### config.mk
export PLATFORM = sky130hd
export DESIGN_NAME = imm_ext_unit
export DESIGN_NICKNAME = d
export VERILOG_FILES = /design/src/rtl/imm_ext_pkg.sv /design/src/rtl/imm_field_extend.sv /design/src/rtl/imm_ext_unit.sv
export SDC_FILE = /design/constraint.sdc
export NUM_CORES = 1
export LEC_CHECK = 0
export ABC_AREA = 1
export CAP_MARGIN = 20
export CORE_ASPECT_RATIO = 0.9
export CORE_MARGIN = 2
export CORE_UTILIZATION = 56
export DETAILED_ROUTE_END_ITERATION = 10
export PLACE_DENSITY_LB_ADDON = 0.08
export SLEW_MARGIN = 10
export SYNTH_ARGS = -nofsm -noshare
export SYNTH_HDL_FRONTEND = slang
export SYNTH_SLANG_ARGS = --single-unit
### constraint.sdc
create_clock -name clk -period 5.85 [get_ports clk]
set_clock_uncertainty 0.1 [all_clocks]
set_input_delay 1.17 -clock clk [delete_from_list [all_inputs] [get_ports clk]]
set_output_delay 1.17 -clock clk [all_outputs]
set_load 0.02 [all_outputs]
### src/rtl/imm_ext_pkg.sv
// -----------------------------------------------------------------------------
// imm_ext_pkg
// Shared types and default sizes for the immediate extension unit.
//   - immMode_e  : extension mode carried on the 'mode' port
//   - extState_e : prefix-tracking FSM state
//   - IMM_IN_W_DEF / IMM_OUT_W_DEF : default raw-field and datapath widths
// -----------------------------------------------------------------------------
package imm_ext_pkg;

   localparam int IMM_IN_W_DEF  = 11;
   localparam int IMM_OUT_W_DEF = 16;

   typedef enum logic [1:0] {
      MODE_ZE      = 2'd0,
      MODE_SE      = 2'd1,
      MODE_SE_SHL1 = 2'd2,
      MODE_PREFIX  = 2'd3
   } immMode_e;

   typedef enum logic {
      ST_IDLE        = 1'b0,
      ST_HAVE_PREFIX = 1'b1
   } extState_e;

endpackage

### src/rtl/imm_field_extend.sv
// -----------------------------------------------------------------------------
// imm_field_extend
// Purely combinational masking / concatenation / extension of an immediate.
// Ports:
//   i_field      raw field, right-aligned
//   i_len        field length in bits (values above IN_W are clamped)
//   i_mode       extension mode (PREFIX is treated like ZE here)
//   i_hasPrefix  a stored prefix is to be concatenated above the field
//   i_prefix     stored prefix (already masked)
//   i_prefixLen  stored prefix length (already clamped)
//   o_fieldMask  field with bits at and above the clamped length cleared
//   o_lenClamp   clamped field length
//   o_value      extended result, OUT_W bits
//   o_ovf        combined length exceeded OUT_W
// -----------------------------------------------------------------------------
module imm_field_extend
   import imm_ext_pkg::*;
#(
   parameter  int IN_W  = IMM_IN_W_DEF,
   parameter  int OUT_W = IMM_OUT_W_DEF,
   localparam int LEN_W = $clog2(IN_W + 1)
) (
   input  logic [IN_W-1:0]  i_field,
   input  logic [LEN_W-1:0] i_len,
   input  immMode_e         i_mode,
   input  logic             i_hasPrefix,
   input  logic [IN_W-1:0]  i_prefix,
   input  logic [LEN_W-1:0] i_prefixLen,
   output logic [IN_W-1:0]  o_fieldMask,
   output logic [LEN_W-1:0] o_lenClamp,
   output logic [OUT_W-1:0] o_value,
   output logic             o_ovf
);

   // The concatenated value must hold two full fields and also be at least as
   // wide as the datapath so the extension loops never index past its end.
   localparam int CMB_W = ((2 * IN_W) > OUT_W) ? (2 * IN_W) : OUT_W;
   localparam int CL_W  = $clog2(CMB_W + 1);

   logic [LEN_W-1:0] w_lenClamp;
   logic [IN_W-1:0]  w_fieldMask;
   logic [CMB_W-1:0] w_cmb;
   logic [CL_W-1:0]  w_cmbLen;
   logic             w_sign;
   logic [OUT_W-1:0] w_ext;
   logic             w_seMode;

   assign w_seMode    = (i_mode == MODE_SE) || (i_mode == MODE_SE_SHL1);
   assign o_fieldMask = w_fieldMask;
   assign o_lenClamp  = w_lenClamp;

   always_comb begin
      w_lenClamp = (int'(i_len) > IN_W) ? LEN_W'(IN_W) : i_len;
   end

   always_comb begin
      w_fieldMask = '0;
      for (int i = 0; i < IN_W; i++) begin
         if (i < int'(w_lenClamp)) begin
            w_fieldMask[i] = i_field[i];
         end
      end
   end

   // Prefix sits directly above the field; lengths add.
   always_comb begin
      if (i_hasPrefix) begin
         w_cmb    = (CMB_W'(i_prefix) << w_lenClamp) | CMB_W'(w_fieldMask);
         w_cmbLen = CL_W'(i_prefixLen) + CL_W'(w_lenClamp);
      end else begin
         w_cmb    = CMB_W'(w_fieldMask);
         w_cmbLen = CL_W'(w_lenClamp);
      end
   end

   // Sign is the top bit of the combined value; a zero length has sign 0.
   always_comb begin
      w_sign = 1'b0;
      for (int i = 0; i < OUT_W; i++) begin
         if ((i + 1) == int'(w_cmbLen)) begin
            w_sign = w_cmb[i];
         end
      end
   end

   always_comb begin
      w_ext = '0;
      for (int i = 0; i < OUT_W; i++) begin
         if (i < int'(w_cmbLen)) begin
            w_ext[i] = w_cmb[i];
         end else if (w_seMode) begin
            w_ext[i] = w_sign;
         end
      end
   end

   // On overflow the low OUT_W bits are returned untouched: no extension and
   // no SE_SHL1 shift is applied to a value that already fills the datapath.
   always_comb begin
      o_value = w_ext;
      o_ovf   = 1'b0;
      if (int'(w_cmbLen) > OUT_W) begin
         o_value = w_cmb[OUT_W-1:0];
         o_ovf   = 1'b1;
      end else if (i_mode == MODE_SE_SHL1) begin
         o_value = w_ext << 1;
      end
   end

endmodule

### src/rtl/imm_ext_unit.sv
// -----------------------------------------------------------------------------
// imm_ext_unit
// Immediate extension unit with optional PREFIX concatenation and a
// valid/ready handshake on both sides; result latency is one cycle.
// Ports:
//   clk, rst_n          clock, asynchronous active-low reset
//   in_valid/in_ready   input beat handshake
//   imm_in, imm_len     raw right-aligned field and its length
//   mode                ZE=0, SE=1, SE_SHL1=2, PREFIX=3
//   out_valid/out_ready output handshake
//   imm_out, ovf        extended result and overflow flag
// Build option: IMM_EXT_SKID_EN adds a one-entry skid buffer so that in_ready
// is driven straight from a flop with no path from out_ready.
// -----------------------------------------------------------------------------
module imm_ext_unit
   import imm_ext_pkg::*;
#(
   parameter int IN_W  = IMM_IN_W_DEF,
   parameter int OUT_W = IMM_OUT_W_DEF
) (
   input  logic                       clk,
   input  logic                       rst_n,
   input  logic                       in_valid,
   output logic                       in_ready,
   input  logic [IN_W-1:0]            imm_in,
   input  logic [$clog2(IN_W+1)-1:0]  imm_len,
   input  logic [1:0]                 mode,
   output logic                       out_valid,
   input  logic                       out_ready,
   output logic [OUT_W-1:0]           imm_out,
   output logic                       ovf
);

   localparam int LEN_W = $clog2(IN_W + 1);

   extState_e        r_state;
   extState_e        w_stateNext;
   logic [IN_W-1:0]  r_prefix;
   logic [LEN_W-1:0] r_prefixLen;

   logic             w_accept;
   logic             w_isPrefix;
   logic             w_load;
   logic             w_hasPrefix;
   logic [IN_W-1:0]  w_fieldMask;
   logic [LEN_W-1:0] w_lenClamp;
   logic [OUT_W-1:0] w_value;
   logic             w_ovf;

   logic             r_outValid;
   logic [OUT_W-1:0] r_immOut;
   logic             r_ovf;

   assign w_isPrefix  = (immMode_e'(mode) == MODE_PREFIX);
   assign w_accept    = in_valid && in_ready;
   assign w_load      = w_accept && !w_isPrefix;
   assign w_hasPrefix = (r_state == ST_HAVE_PREFIX);

   assign out_valid = r_outValid;
   assign imm_out   = r_immOut;
   assign ovf       = r_ovf;

   imm_field_extend #(
      .IN_W  (IN_W),
      .OUT_W (OUT_W)
   ) u_ext (
      .i_field     (imm_in),
      .i_len       (imm_len),
      .i_mode      (immMode_e'(mode)),
      .i_hasPrefix (w_hasPrefix),
      .i_prefix    (r_prefix),
      .i_prefixLen (r_prefixLen),
      .o_fieldMask (w_fieldMask),
      .o_lenClamp  (w_lenClamp),
      .o_value     (w_value),
      .o_ovf       (w_ovf)
   );

   always_ff @(posedge clk or negedge rst_n) begin
      if (!rst_n) begin
         r_state <= ST_IDLE;
      end else begin
         r_state <= w_stateNext;
      end
   end

   // Any accepted PREFIX beat (re)arms HAVE_PREFIX; any other accepted beat
   // consumes the prefix and returns to IDLE.
   always_comb begin
      w_stateNext = r_state;
      if (w_accept) begin
         w_stateNext = w_isPrefix ? ST_HAVE_PREFIX : ST_IDLE;
      end
   end

   // The prefix is stored already masked and clamped, so the extender can
   // shift it into place without re-qualifying it.
   always_ff @(posedge clk or negedge rst_n) begin
      if (!rst_n) begin
         r_prefix    <= '0;
         r_prefixLen <= '0;
      end else if (w_accept) begin
         if (w_isPrefix) begin
            r_prefix    <= w_fieldMask;
            r_prefixLen <= w_lenClamp;
         end else begin
            r_prefix    <= '0;
            r_prefixLen <= '0;
         end
      end
   end

`ifdef IMM_EXT_SKID_EN

   // Skid slot holds one result produced while the output register was
   // stalled. in_ready is the flop r_skidEmpty, so the upstream never sees
   // out_ready combinationally.
   logic             r_skidEmpty;
   logic [OUT_W-1:0] r_skidVal;
   logic             r_skidOvf;
   logic             w_outFree;

   assign in_ready  = r_skidEmpty;
   assign w_outFree = !r_outValid || out_ready;

   // A waiting skid entry always moves to the output before anything new,
   // which keeps results in order; new results bypass the skid when the
   // output register is free this edge.
   always_ff @(posedge clk or negedge rst_n) begin
      if (!rst_n) begin
         r_outValid  <= 1'b0;
         r_immOut    <= '0;
         r_ovf       <= 1'b0;
         r_skidEmpty <= 1'b1;
         r_skidVal   <= '0;
         r_skidOvf   <= 1'b0;
      end else if (!r_skidEmpty) begin
         if (w_outFree) begin
            r_outValid  <= 1'b1;
            r_immOut    <= r_skidVal;
            r_ovf       <= r_skidOvf;
            r_skidEmpty <= 1'b1;
         end
      end else if (w_load) begin
         if (w_outFree) begin
            r_outValid <= 1'b1;
            r_immOut   <= w_value;
            r_ovf      <= w_ovf;
         end else begin
            r_skidVal   <= w_value;
            r_skidOvf   <= w_ovf;
            r_skidEmpty <= 1'b0;
         end
      end else if (out_ready) begin
         r_outValid <= 1'b0;
      end
   end

`else

   assign in_ready = !r_outValid || out_ready;

   // Loading a new result takes priority over draining, which gives
   // back-to-back transfers with no bubble when both happen on one edge.
   always_ff @(posedge clk or negedge rst_n) begin
      if (!rst_n) begin
         r_outValid <= 1'b0;
         r_immOut   <= '0;
         r_ovf      <= 1'b0;
      end else if (w_load) begin
         r_outValid <= 1'b1;
         r_immOut   <= w_value;
         r_ovf      <= w_ovf;
      end else if (out_ready) begin
         r_outValid <= 1'b0;
      end
   end

`endif

endmodule

==> results.sh <==
export IMPL_status="complete, no violations"
export IMPL_critPathBufInv=4
export IMPL_vias=3475
export IMPL_coreArea_um2=5730
export IMPL_drive_gt1_frac=0.165
export IMPL_synth_edf_count=0
export IMPL_p_leak_nw=1.88
export IMPL_cts_buffers=5
export IMPL_post_route_period_util=0.830
export IMPL_area_delta_synth_final_pct=14.0
export IMPL_synth_xor_area_share=0.00262
export IMPL_synthSimpleGateAreaFrac=0.411
export IMPL_synthArstFlopShare=1.00
export IMPL_syn_cell_area_um2=3340
export IMPL_final_area_um2=3800
export IMPL_hpwl_um=7340
export IMPL_rsz0062_at_grt="no"
export IMPL_p_total_uw=907
export IMPL_cts_htree_levels=2
export IMPL_antenna_found_initial=0
export IMPL_portBuffers=39
export IMPL_setup_viol=0
export IMPL_cpMostUsedCell="nand2_1"
export IMPL_die_area_um2=6590
export IMPL_worstPathCellList="clkdlybuf4s50_1 -> inv_2 -> nand2_2 -> inv_1 -> ha_1 -> nand3_1 -> nand2_1 -> nand2_1 -> nand4_1 -> nor2_1 -> nand2_1 -> nand2_1 -> nand2_1 -> nand4_1 -> nand2_1 -> nand4_1 -> nand2_2 -> nand3_4 -> nand3_1 -> nand2_1 -> nand2_1 -> nand3_1 -> nand2_1 -> inv_1"
export IMPL_r2r_worst_path_cells=21
export IMPL_period_minus_slack_ns=4.86
export IMPL_cp_arrival_ns=4.99
export IMPL_ys_types=47
export IMPL_routed_wl_um=9300
export IMPL_dp_cells=608
export IMPL_yosysSeqAreaShare=0.255
export IMPL_yosysTopAreaCellShare=0.255
export IMPL_fmax_ghz=0.206
export IMPL_num_nets_final=573
export IMPL_cts_sinks=34
export IMPL_synth_top_family_by_area="simple AND/OR/NAND/NOR gates"
export IMPL_clockBufferDepth=2
export IMPL_overflow=0
export IMPL_cap_violations=0
export IMPL_place_area_um2=3720
export IMPL_yosys_top_cells_area="dfrtp_1 25%, nand2_1 18%, inv_1 7.4%"
export IMPL_vias_per_cell=5.66
export IMPL_rrSetupSlack_ns=2.50
export IMPL_cp_num_cells=24
export IMPL_clock_latency_ns=0.29
export IMPL_grt_pass1_vias=3310
export IMPL_ys_flop_type="dfrtp_1"
export IMPL_remaining_drc_errors=0
export IMPL_io_pins=40
export IMPL_ir_drop_mv=0.148
export IMPL_finalHoldViolCount=0
export IMPL_startpoint="imm_len[3]"
export IMPL_tritoncts="done"
export IMPL_synthMuxAreaShare=0
export IMPL_slowest_delay_ns=0.65
export IMPL_synth_adder_area_share=0.0285
export IMPL_place_congestion=0.959
export IMPL_yosys_warnings=0
export IMPL_drt_iter0_markers=300
export IMPL_final_cells=614
export IMPL_tightest_slew_ns=0.887
export IMPL_synth_compound_area_frac=0.178
export IMPL_synth_seq_cells=34
export IMPL_die_y_um=77.2
export IMPL_cts_root_buf="clkbuf_8"
export IMPL_syn_area_per_cell_um2=6.53
export IMPL_start_util=0.583
export IMPL_grt_pass1_wl_um=16000
export IMPL_critical_path_endpoint="imm_out[7]"
export IMPL_antenna_left=0
export IMPL_post_cts_resized=0
export IMPL_tns_ns=0
export IMPL_grt_max_degree=35
export IMPL_worstPathRequired_ns=5.98
export IMPL_yosysTopAreaCell="dfrtp_1"
export IMPL_mappedNetlistNets=539
export IMPL_cp_max_fo=15
export IMPL_crit_path_start_kind="input pin"
export IMPL_cts_clk_slew_worst_paths_ns=0.07
export IMPL_row_count=26
export IMPL_reg2reg_from="r_prefixLen[0]"
export IMPL_crit_family="simple AND/OR/NAND/NOR gates"
export IMPL_worstReg2RegEnd="imm_out[7]"
export IMPL_diodes=0
export IMPL_slowest_stage="clkdlybuf4s50_1"
export IMPL_route_detailed_wl_per_inst_um=15.1
export IMPL_hp_class="flop to flop"
export IMPL_slew_headroom=0.408
export IMPL_track_usage=0.305
export IMPL_yosysMostFrequentCell="nand2_1"
export IMPL_cp_end_kind="flop"
export IMPL_powerDensity_nw_per_um2=238
export IMPL_hold_buffers=0
export IMPL_drt_pass1_iter_count=5
export IMPL_critPathKind="input pin to flop"
export IMPL_slew_violations=0
export IMPL_post_cts_setup_buffers=0
export IMPL_synth_top_cells_by_count="156 x nand2_1, 66 x inv_1, 39 x nand3_1, 34 x dfrtp_1, 33 x nor2_1"
export IMPL_netlist_instances=511
export IMPL_die_width_um=85.4
-- cell families after synthesis --
family | after synthesis
DFF | 34
AOI/OAI and AO/OA | 91
buffers and inverters | 92
xor gates and xnor gates | 1
adders and majority gates | 7
and+or+nand+nor | 286
-- worst min path at each step --
stage                                 to  cells past startpoint            from  slack, ns
final                     r_prefixLen[2]                      2  r_prefixLen[2]       0.40
after global routing      r_prefixLen[2]                      2  r_prefixLen[2]       0.42
after CTS                 r_prefixLen[2]                      2  r_prefixLen[2]       0.40
after detailed placement      imm_out[0]                      2      imm_out[0]       0.38
after global placement        imm_out[0]                      2      imm_out[0]       0.38
after floorplan           r_prefixLen[3]                      2  r_prefixLen[3]       0.36
-- cell usage in the layout (no fill, tap or decap), types with 3 or more instances in the layout --
master	count
nand2_1	156
inv_1	66
nand3_1	39
clkdlybuf4s50_1	39
dfrtp_1	34
nor2_1	33
o21ai_0	23
a21oi_1	20
or2_2	15
nand2_2	14
o21ai_2	14
nand3_2	12
o21ai_1	8
o22ai_1	8
inv_2	6
ha_1	6
clkbuf_8	6
o211ai_1	5
buf_4	5
nand2_4	4
nand4_1	3
-- stage by stage --
step / utilization / hold WS (ns) / worst slack [ns]
floorplan: - / 0.357 / 1.74
global placement: 0.650 / 0.378 / 0.877
detailed placement: 0.650 / 0.381 / 0.800
CTS: 0.665 / 0.400 / 1.09
global route: 0.665 / 0.416 / 0.614
finish: 0.665 / 0.400 / 0.992
-- state kept, by name, indices dropped and copies added, names as in the netlist --
register	flops
imm_out	16
out_valid	1
ovf	1
r_prefix	11
r_prefixLen	4
r_state	1
-- per-layer routing --
| layer | GRT usage | share of wire | vias to the layer above |
|---|---|---|---|
| met5 | 0 | 0 | - |
| met4 | 0.0889 | 0.021 | 0 |
| met3 | 0.0603 | 0.083 | 25 |
| met2 | 0.463 | 0.42 | 174 |
| met1 | 0.439 | 0.48 | 1563 |
| li1 | - | - | 1713 |
-- where the power goes --
| part | internal, mW | switching, mW | total, mW | leakage, nW |
|---|---|---|---|---|
| sequential | 0.269 | 0.0200 | 0.289 | 0.432 |
| combinational | 0.164 | 0.275 | 0.439 | 1.41 |
| clock | 0.0909 | 0.0874 | 0.178 | 0.0431 |
-- final cells by class --
type	instances	area, um^2
flip-flops and latches	34	851
multi-input cells	385	2070
fillers	526	1920
well taps	70	87.6
inverters	75	284
repair buffers	44	428
clock buffers	6	82.6
-- worst register-to-register path, stage by stage, from the launching register on --
cell and delay (ns):
dfrtp_1 0.39, ha_1 0.23, fa_1 0.40, nand3_1 0.10, nand2_1 0.05, nand2_1 0.33, nand4_1 0.31, nor2_1 0.24
nand2_1 0.08, nand2_1 0.06, nand2_1 0.05, nand4_1 0.06, nand2_1 0.06, nand4_1 0.08, nand2_2 0.07, nand3_4 0.18
nand3_1 0.10, nand2_1 0.16, nand2_1 0.06, nand3_1 0.10, nand2_1 0.05, inv_1 0.04
No activity file was read; power rests on OpenSTA's default activity.
